--- config.mk ---
export PLATFORM = sky130hd
export DESIGN_NAME = imem_loader
export DESIGN_NICKNAME = d
export VERILOG_FILES = /design/src/rtl/imem_loader.sv
export SDC_FILE = /design/constraint.sdc
export NUM_CORES = 1
export LEC_CHECK = 0
export CORE_ASPECT_RATIO = 1.2
export CORE_MARGIN = 3
export CORE_UTILIZATION = 50
export DETAILED_ROUTE_END_ITERATION = 6
export GPL_ROUTABILITY_DRIVEN = 0
export PLACE_DENSITY = 0.77
export SLEW_MARGIN = 20
export SYNTH_ARGS = -nofsm -noshare
export SYNTH_HDL_FRONTEND = slang
export SYNTH_SLANG_ARGS = --single-unit
--- constraint.sdc ---
create_clock -name clk -period 2.85 [get_ports clk]
set_clock_uncertainty 0.2 [all_clocks]
set_input_delay 0.285 -clock clk [delete_from_list [all_inputs] [get_ports clk]]
set_output_delay 0.285 -clock clk [all_outputs]
set_load 0.005 [all_outputs]
--- src/rtl/imem_loader.sv ---
// imem_loader: boot-time instruction-memory loader.
// Consumes a byte stream of the form {N[15:8], N[7:0], 4*N data bytes, xor checksum},
// writes each data byte to BASE_ADDR+k with one cycle of latency, and holds the
// core in reset-like hold until a session completes with a matching checksum.
module imem_loader #(
    parameter int MEM_BYTES = 64,
    parameter int BASE_ADDR = 0
) (
    input  logic        clk,
    input  logic        reset,
    input  logic        start,
    input  logic        in_valid,
    input  logic [7:0]  in_data,
    output logic        in_ready,
    output logic        mem_we,
    output logic [31:0] mem_addr,
    output logic [7:0]  mem_wd,
    output logic        cpu_hold,
    output logic        busy,
    output logic        done,
    output logic        err
);

    typedef enum logic [2:0] {
        IDLE,
        LEN_HI,
        LEN_LO,
        DATA,
        CSUM,
        DONE,
        ERR
    } state_t;

    // Space available above the load base; a word count that needs more is rejected.
    localparam logic [31:0] CAP    = 32'(MEM_BYTES - BASE_ADDR);
    localparam logic [31:0] BASE_W = 32'(BASE_ADDR);

    state_t      state_q, state_d;
    logic [15:0] len_q, len_d;
    logic [17:0] cnt_q, cnt_d;
    logic [7:0]  csum_q, csum_d;
    logic        mem_we_q, mem_we_d;
    logic [31:0] mem_addr_q, mem_addr_d;
    logic [7:0]  mem_wd_q, mem_wd_d;
    logic        in_ready_q, in_ready_d;
    logic        busy_q, busy_d;
    logic        done_q, done_d;
    logic        err_q, err_d;
    logic        cpu_hold_q, cpu_hold_d;

    // Next-state, datapath and registered-output decode.
    always_comb begin
        logic        xfer;
        logic [31:0] n_bytes;
        state_d    = state_q;
        len_d      = len_q;
        cnt_d      = cnt_q;
        csum_d     = csum_q;
        mem_we_d   = 1'b0;
        mem_addr_d = mem_addr_q;
        mem_wd_d   = mem_wd_q;
        xfer       = in_valid && in_ready_q;
        n_bytes    = {14'b0, len_q[15:8], in_data, 2'b00};

        case (state_q)
            IDLE, DONE, ERR: begin
                if (start) begin
                    state_d = LEN_HI;
                    cnt_d   = '0;
                    csum_d  = '0;
                end
            end
            LEN_HI: begin
                if (xfer) begin
                    len_d[15:8] = in_data;
                    state_d     = LEN_LO;
                end
            end
            LEN_LO: begin
                if (xfer) begin
                    len_d[7:0] = in_data;
                    if (n_bytes > CAP) begin
                        state_d = ERR;
                    end else if (n_bytes == '0) begin
                        state_d = CSUM;
                    end else begin
                        state_d = DATA;
                    end
                end
            end
            DATA: begin
                if (xfer) begin
                    mem_we_d   = 1'b1;
                    mem_addr_d = BASE_W + {14'b0, cnt_q};
                    mem_wd_d   = in_data;
                    csum_d     = csum_q ^ in_data;
                    cnt_d      = cnt_q + 18'd1;
                    if (cnt_q + 18'd1 == {len_q, 2'b00}) begin
                        state_d = CSUM;
                    end
                end
            end
            CSUM: begin
                if (xfer) begin
                    state_d = (in_data == csum_q) ? DONE : ERR;
                end
            end
            default: state_d = IDLE;
        endcase

        // Status outputs are registered by decoding the next state.
        in_ready_d = (state_d == LEN_HI) || (state_d == LEN_LO) ||
                     (state_d == DATA)   || (state_d == CSUM);
        busy_d     = in_ready_d;
        done_d     = (state_d == DONE);
        err_d      = (state_d == ERR);
        cpu_hold_d = (state_d != DONE);
    end

    // State and output registers; async reset also drops any pending write strobe.
    always_ff @(posedge clk or posedge reset) begin
        if (reset) begin
            state_q    <= IDLE;
            len_q      <= '0;
            cnt_q      <= '0;
            csum_q     <= '0;
            mem_we_q   <= 1'b0;
            mem_addr_q <= '0;
            mem_wd_q   <= '0;
            in_ready_q <= 1'b0;
            busy_q     <= 1'b0;
            done_q     <= 1'b0;
            err_q      <= 1'b0;
            cpu_hold_q <= 1'b1;
        end else begin
            state_q    <= state_d;
            len_q      <= len_d;
            cnt_q      <= cnt_d;
            csum_q     <= csum_d;
            mem_we_q   <= mem_we_d;
            mem_addr_q <= mem_addr_d;
            mem_wd_q   <= mem_wd_d;
            in_ready_q <= in_ready_d;
            busy_q     <= busy_d;
            done_q     <= done_d;
            err_q      <= err_d;
            cpu_hold_q <= cpu_hold_d;
        end
    end

    assign in_ready = in_ready_q;
    assign mem_we   = mem_we_q;
    assign mem_addr = mem_addr_q;
    assign mem_wd   = mem_wd_q;
    assign busy     = busy_q;
    assign done     = done_q;
    assign err      = err_q;
    assign cpu_hold = cpu_hold_q;

endmodule

== After elaboration in Yosys (flattened, before gate mapping) ==
Index checks and enable logic that the tools add are counted.

* Register bits: 76
* Word-level logic and storage cells: 62
* Output and inout bits: 46

* Add/sub/neg operators: 1
* Muxes and demuxes: 18
* Order comparisons: 1
* Bitwise gates (word level): 1
* Reductions and logical operators: 12
* Eq/ne operators: 17

{| class="wikitable"
|+ Operators with widths
! operator !! count
|-
| 2-to-1 mux 18 bit || 2
|-
| case mux 18 bit (2 select lines) || 1
|-
| 2-to-1 mux 3 bit || 8
|-
| adder 18 x 1 -> 18 bit (second input constant) || 1
|-
| equality test 18 bit || 1
|-
| equality test 3 bit (second input constant) || 6
|-
| > comparator 18 x 7 -> 1 bit (second input constant) || 1
|-
| zero test 16 bit || 1
|-
| 2-to-1 mux 8 bit || 2
|-
| case mux 8 bit (2 select lines) || 1
|-
| case mux 3 bit (5 select lines) || 1
|-
| equality test 3 x 2 -> 1 bit (second input constant) || 4
|-
| equality test 8 bit || 1
|-
| XOR 8 bit || 1
|-
| equality test 3 x 1 -> 1 bit (second input constant) || 2
|-
| AND reduction 2 bit || 3
|-
| inequality test 2 bit (second input constant) || 2
|-
| zero test 3 bit || 1
|-
| logical OR 1 bit || 3
|-
| inequality test 3 bit (second input constant) || 1
|-
| AND reduction 3 bit || 1
|-
| OR reduction 3 bit || 1
|-
| 2-to-1 mux 1 bit || 2
|-
| 2-to-1 mux 2 bit || 1
|-
| 2 further kinds || 2
|}

== Longest topological paths before layout ==
* Word-level depth: 9
* Mapped depth: 9
* Depth with buffers taken out: 8

== Least setup slack after synthesis ==
OpenSTA, ideal clock, no wires.

* Path kind: flip-flop to flip-flop
* From: register cnt_q[0]
* To: register state_q[0]
* Required time: 2.517 ns
* Clock period less this slack: 2.468 ns
* Arrival: 2.135 ns
* Setup slack: 0.382 ns
* Library setup time: 0.133 ns
* Path buffers: 1
* Stages on the path, launching flop included: 10
* Path through: dfrtp_1 -> ha_1 -> and2_1 -> and4_2 -> clkbuf_1 -> xnor2_1 -> nand3_1 -> or4_4 -> nor4_1 -> o21ai_1

* Cells in the longest elaborated chain, start to end: 5

{| class="wikitable"
|+ Ends and longest elaborated chain
! item !! RTL line !! text
|-
| from (decl) || 40 || <nowiki>logic [17:0] cnt_q, cnt_d;</nowiki>
|-
| from (signal assigned) || 138 || <nowiki>cnt_q <= cnt_d;</nowiki>
|-
| adder 18 x 1 -> 18 bit || 98 || <nowiki>if (cnt_q + 18'd1 == {len_q, 2'b00}) begin</nowiki>
|-
| equality test 18 bit || 98 ||
|-
| 2-to-1 mux 3 bit || 98 ||
|-
| 2-to-1 mux 3 bit || 92 || <nowiki>if (xfer) begin</nowiki>
|-
| case mux 3 bit (5 select lines) || 65 || <nowiki>case (state_q)</nowiki>
|-
| via state_d[0] || 38 || <nowiki>state_t state_q, state_d;</nowiki>
|-
| to (signal assigned) || 136 || <nowiki>state_q <= state_d;</nowiki>
|-
| to (decl) || 38 ||
|}

The timed path passes the listed nets, and every way through them passes these cells.
A chain may end at the register's enable or synchronous reset.

== Final worst setup path ==
* From: register cnt_q[0]
* To: register state_q[1]

The elaborated chain is that of the path after synthesis.

==> metrics.yaml <==
p_comb_frac: 0.339
nets: 503
boundaryPins: 58
r2r_slack_ns: 0.26
syn_avg_cell_area_um2: 9.07
finalCritPeriodShare: 0.908
reg2reg_depth: 8
status: "completed"
antenna_found_initial: 0
final_cell_mix: "nand2_1 (97), dfrtp_1 (75), o21ai_0 (49)"
async_flop_share: 1.00
drv_slew: 0
ys_ff_latch: 76
syn_area_um2: 4000
cts.clk_slew.worst_paths_ns: 0.08
r2r-end: "state_q[1]"
yosysWarnings: 0
area_growth_pct: 18.9
start_kind: "register"
r2r-start: "cnt_q[0]"
cts_tree: "done"
grt_pass1_vias: 3219
grt_usage: 0.207
tns_ns: 0
hold_class: "in2async"
drt_pre_antenna_iters: 4
finalCriticalPeriod_ns: 2.59
yosysSeqAreaShare: 0.476
via_per_inst: 5.64
root_buffer: "clkbuf_8"
cts-resized-gates: 0
grt_max_degree: 56
core_um2: 7750
hpwl_um: 6200
max_cap_violations: 0
die_area_um2: 9120
clock_path_buffers: 2
antenna_cells: 0
cts_max_level: 3
fin_util: 0.614
switching_power_uw: 1300
synth-edff-count: 0
vias: 3308
cts_inserted_buffers: 9
io_buffers: 43
hold_buffers: 0
worstSetupPathType: "reg2reg"
drc: 0
hold_violations: 0
crit_family: "simple AND/OR/NAND/NOR gates"
internal-power_uw: 2580
die_x_um: 87.7
switching_share: 0.336
overflow: 0
relSlewSlack: 0.606
endpoint_kind: "register"
drive_gt1_frac: 0.135
wirelength_um: 8970
wire_per_inst_um: 15.3
p_leak_uw: 0.00215
arrival_ns: 2.62
worstPathRequired_ns: 2.88
whs_ns: 0.117
syn_inst: 441
critPathMaxFanout: 6
tightest_slew_ns: 0.591
setup_violations: 0
crit_buf_inv: 0
peakVddDrop_uv: 465
fillers: 668
ys_types: 58
fmaxAchievable_mhz: 386
clkPwrFrac: 0.231
initial_utilization: 0.516
p_seq_frac: 0.431
dieHeight_um: 104
drtAntennaViolNets: 0
rsz0062_at_grt: "false"
power_density_nw_per_um2: 816
grt_pass1_wl_um: 15100
clk_latency_ns: 0.35
cts_setup_buffers: 0
slowest_delay_ns: 0.61
yosys_most_used_dff: "dfrtp_1"
final_common_cell: "nand2_1"
cts_sinks: 76
crit_chain: "ha_1 > nand3_1 > nor2_1 > or4b_2 > nand4_1 > nand4_1 > nor3_2 > a21oi_1"
dr.first_iter.drc_count: 239
fp-row-count: 35
critPathSlowestCell: "or4b_2"
crit_top_cell: "nand4_1"
==> Yosys cell counts (all sizes together) (3+ instances only) <==
| cell type | number | share of area |
|---|---|---|
| a21oi | 14 | 0.018 |
| and2 | 6 | 0.010 |
| and4 | 3 | 0.0081 |
| buf | 22 | 0.036 |
| clkbuf | 14 | 0.016 |
| dfrtp | 75 | 0.47 |
| inv | 9 | 0.0084 |
| mux2 | 17 | 0.048 |
| nand2 | 97 | 0.091 |
| nand2b | 7 | 0.011 |
| nand3 | 12 | 0.015 |
| nand4 | 6 | 0.013 |
| nor2 | 24 | 0.023 |
| nor3 | 8 | 0.013 |
| nor3b | 3 | 0.0069 |
| nor4 | 7 | 0.011 |
| o21ai | 51 | 0.064 |
| o31ai | 3 | 0.0056 |
| or2 | 3 | 0.0053 |
| or4 | 3 | 0.0066 |
| xnor2 | 18 | 0.039 |
| xor2 | 11 | 0.024 |
==> final cells by class <==
type | count | area (µm²) | area share
sequential | 76 | 1900 | 0.400
clock inverter | 4 | 72.6 | 0.0153
multi-input combinational | 333 | 1910 | 0.402
tap | 92 | 115 | 0.0242
clock buffer | 12 | 145 | 0.0305
timing repair buffer | 61 | 578 | 0.121
inverter | 9 | 33.8 | 0.00710
==> sequential cells by signal, summed over array words and instances (netlist names) <==
name	flops
busy	1
cnt_q	18
cpu_hold	1
csum_q	8
done	1
err	1
len_q	16
mem_addr	18
mem_wd	8
mem_we	1
state_q	3
==> power by group through the flow <==
stage	Sequential (µW)	Combinational, µW	Clock, µW
4_1_cts	1670	1320	913
2_1_floorplan	1610	882	0
6_report	1670	1310	896
5_1_grt	1720	1450	952
3_3_place_gp	1660	1260	0
3_5_place_dp	1690	1310	0
==> worst reg2reg max path: stages, from the launching register on <==
cell and delay [ns]:
dfrtp_1 0.44, ha_1 0.28, nand3_1 0.17, nor2_1 0.11
or4b_2 0.61, nand4_1 0.16, nand4_1 0.15, nor3_2 0.26
a21oi_1 0.10
==> metal layers <==
metal | wire length (µm) | GRT usage
met5 | 0 | 0
met4 | 295 | 0.105
met3 | 472 | 0.0309
met2 | 4340 | 0.333
met1 | 3860 | 0.267
==> logic make-up after synthesis <==
group                    synth area share
flip-flops                          0.476
AO/OA/AOI/OAI                       0.119
XOR/XNOR                           0.0635
AND/OR/NAND/NOR                     0.228
other                            0.000937
buffers and inverters              0.0603
multiplexers                       0.0503
adder cells (fa/ha/maj)           0.00313
==> per-stage QoR <==
stage,cells,setup slack [ns],cell area (µm²),total power [µW]
4_1_cts,587,0.292,4760,3900
3_5_place_dp,571,0.169,4540,3000
6_report,587,0.261,4760,3880
2_1_floorplan,454,0.382,4050,2490
3_3_place_gp,571,0.214,4540,2920
5_1_grt,587,0.141,4760,4130
==> worst max-delay path by stage <==
stage	startpoint	end	slack, ns	depth (start not counted)
final	cnt_q[0]	state_q[1]	0.26	8
after global routing	cnt_q[0]	state_q[0]	0.14	8
after CTS	cnt_q[0]	state_q[1]	0.29	8
after detailed placement	in_data[1]	busy	0.17	7
after global placement	in_data[1]	busy	0.21	7
after floorplan	cnt_q[0]	state_q[0]	0.38	9
(Power assumes the default switching activity.)
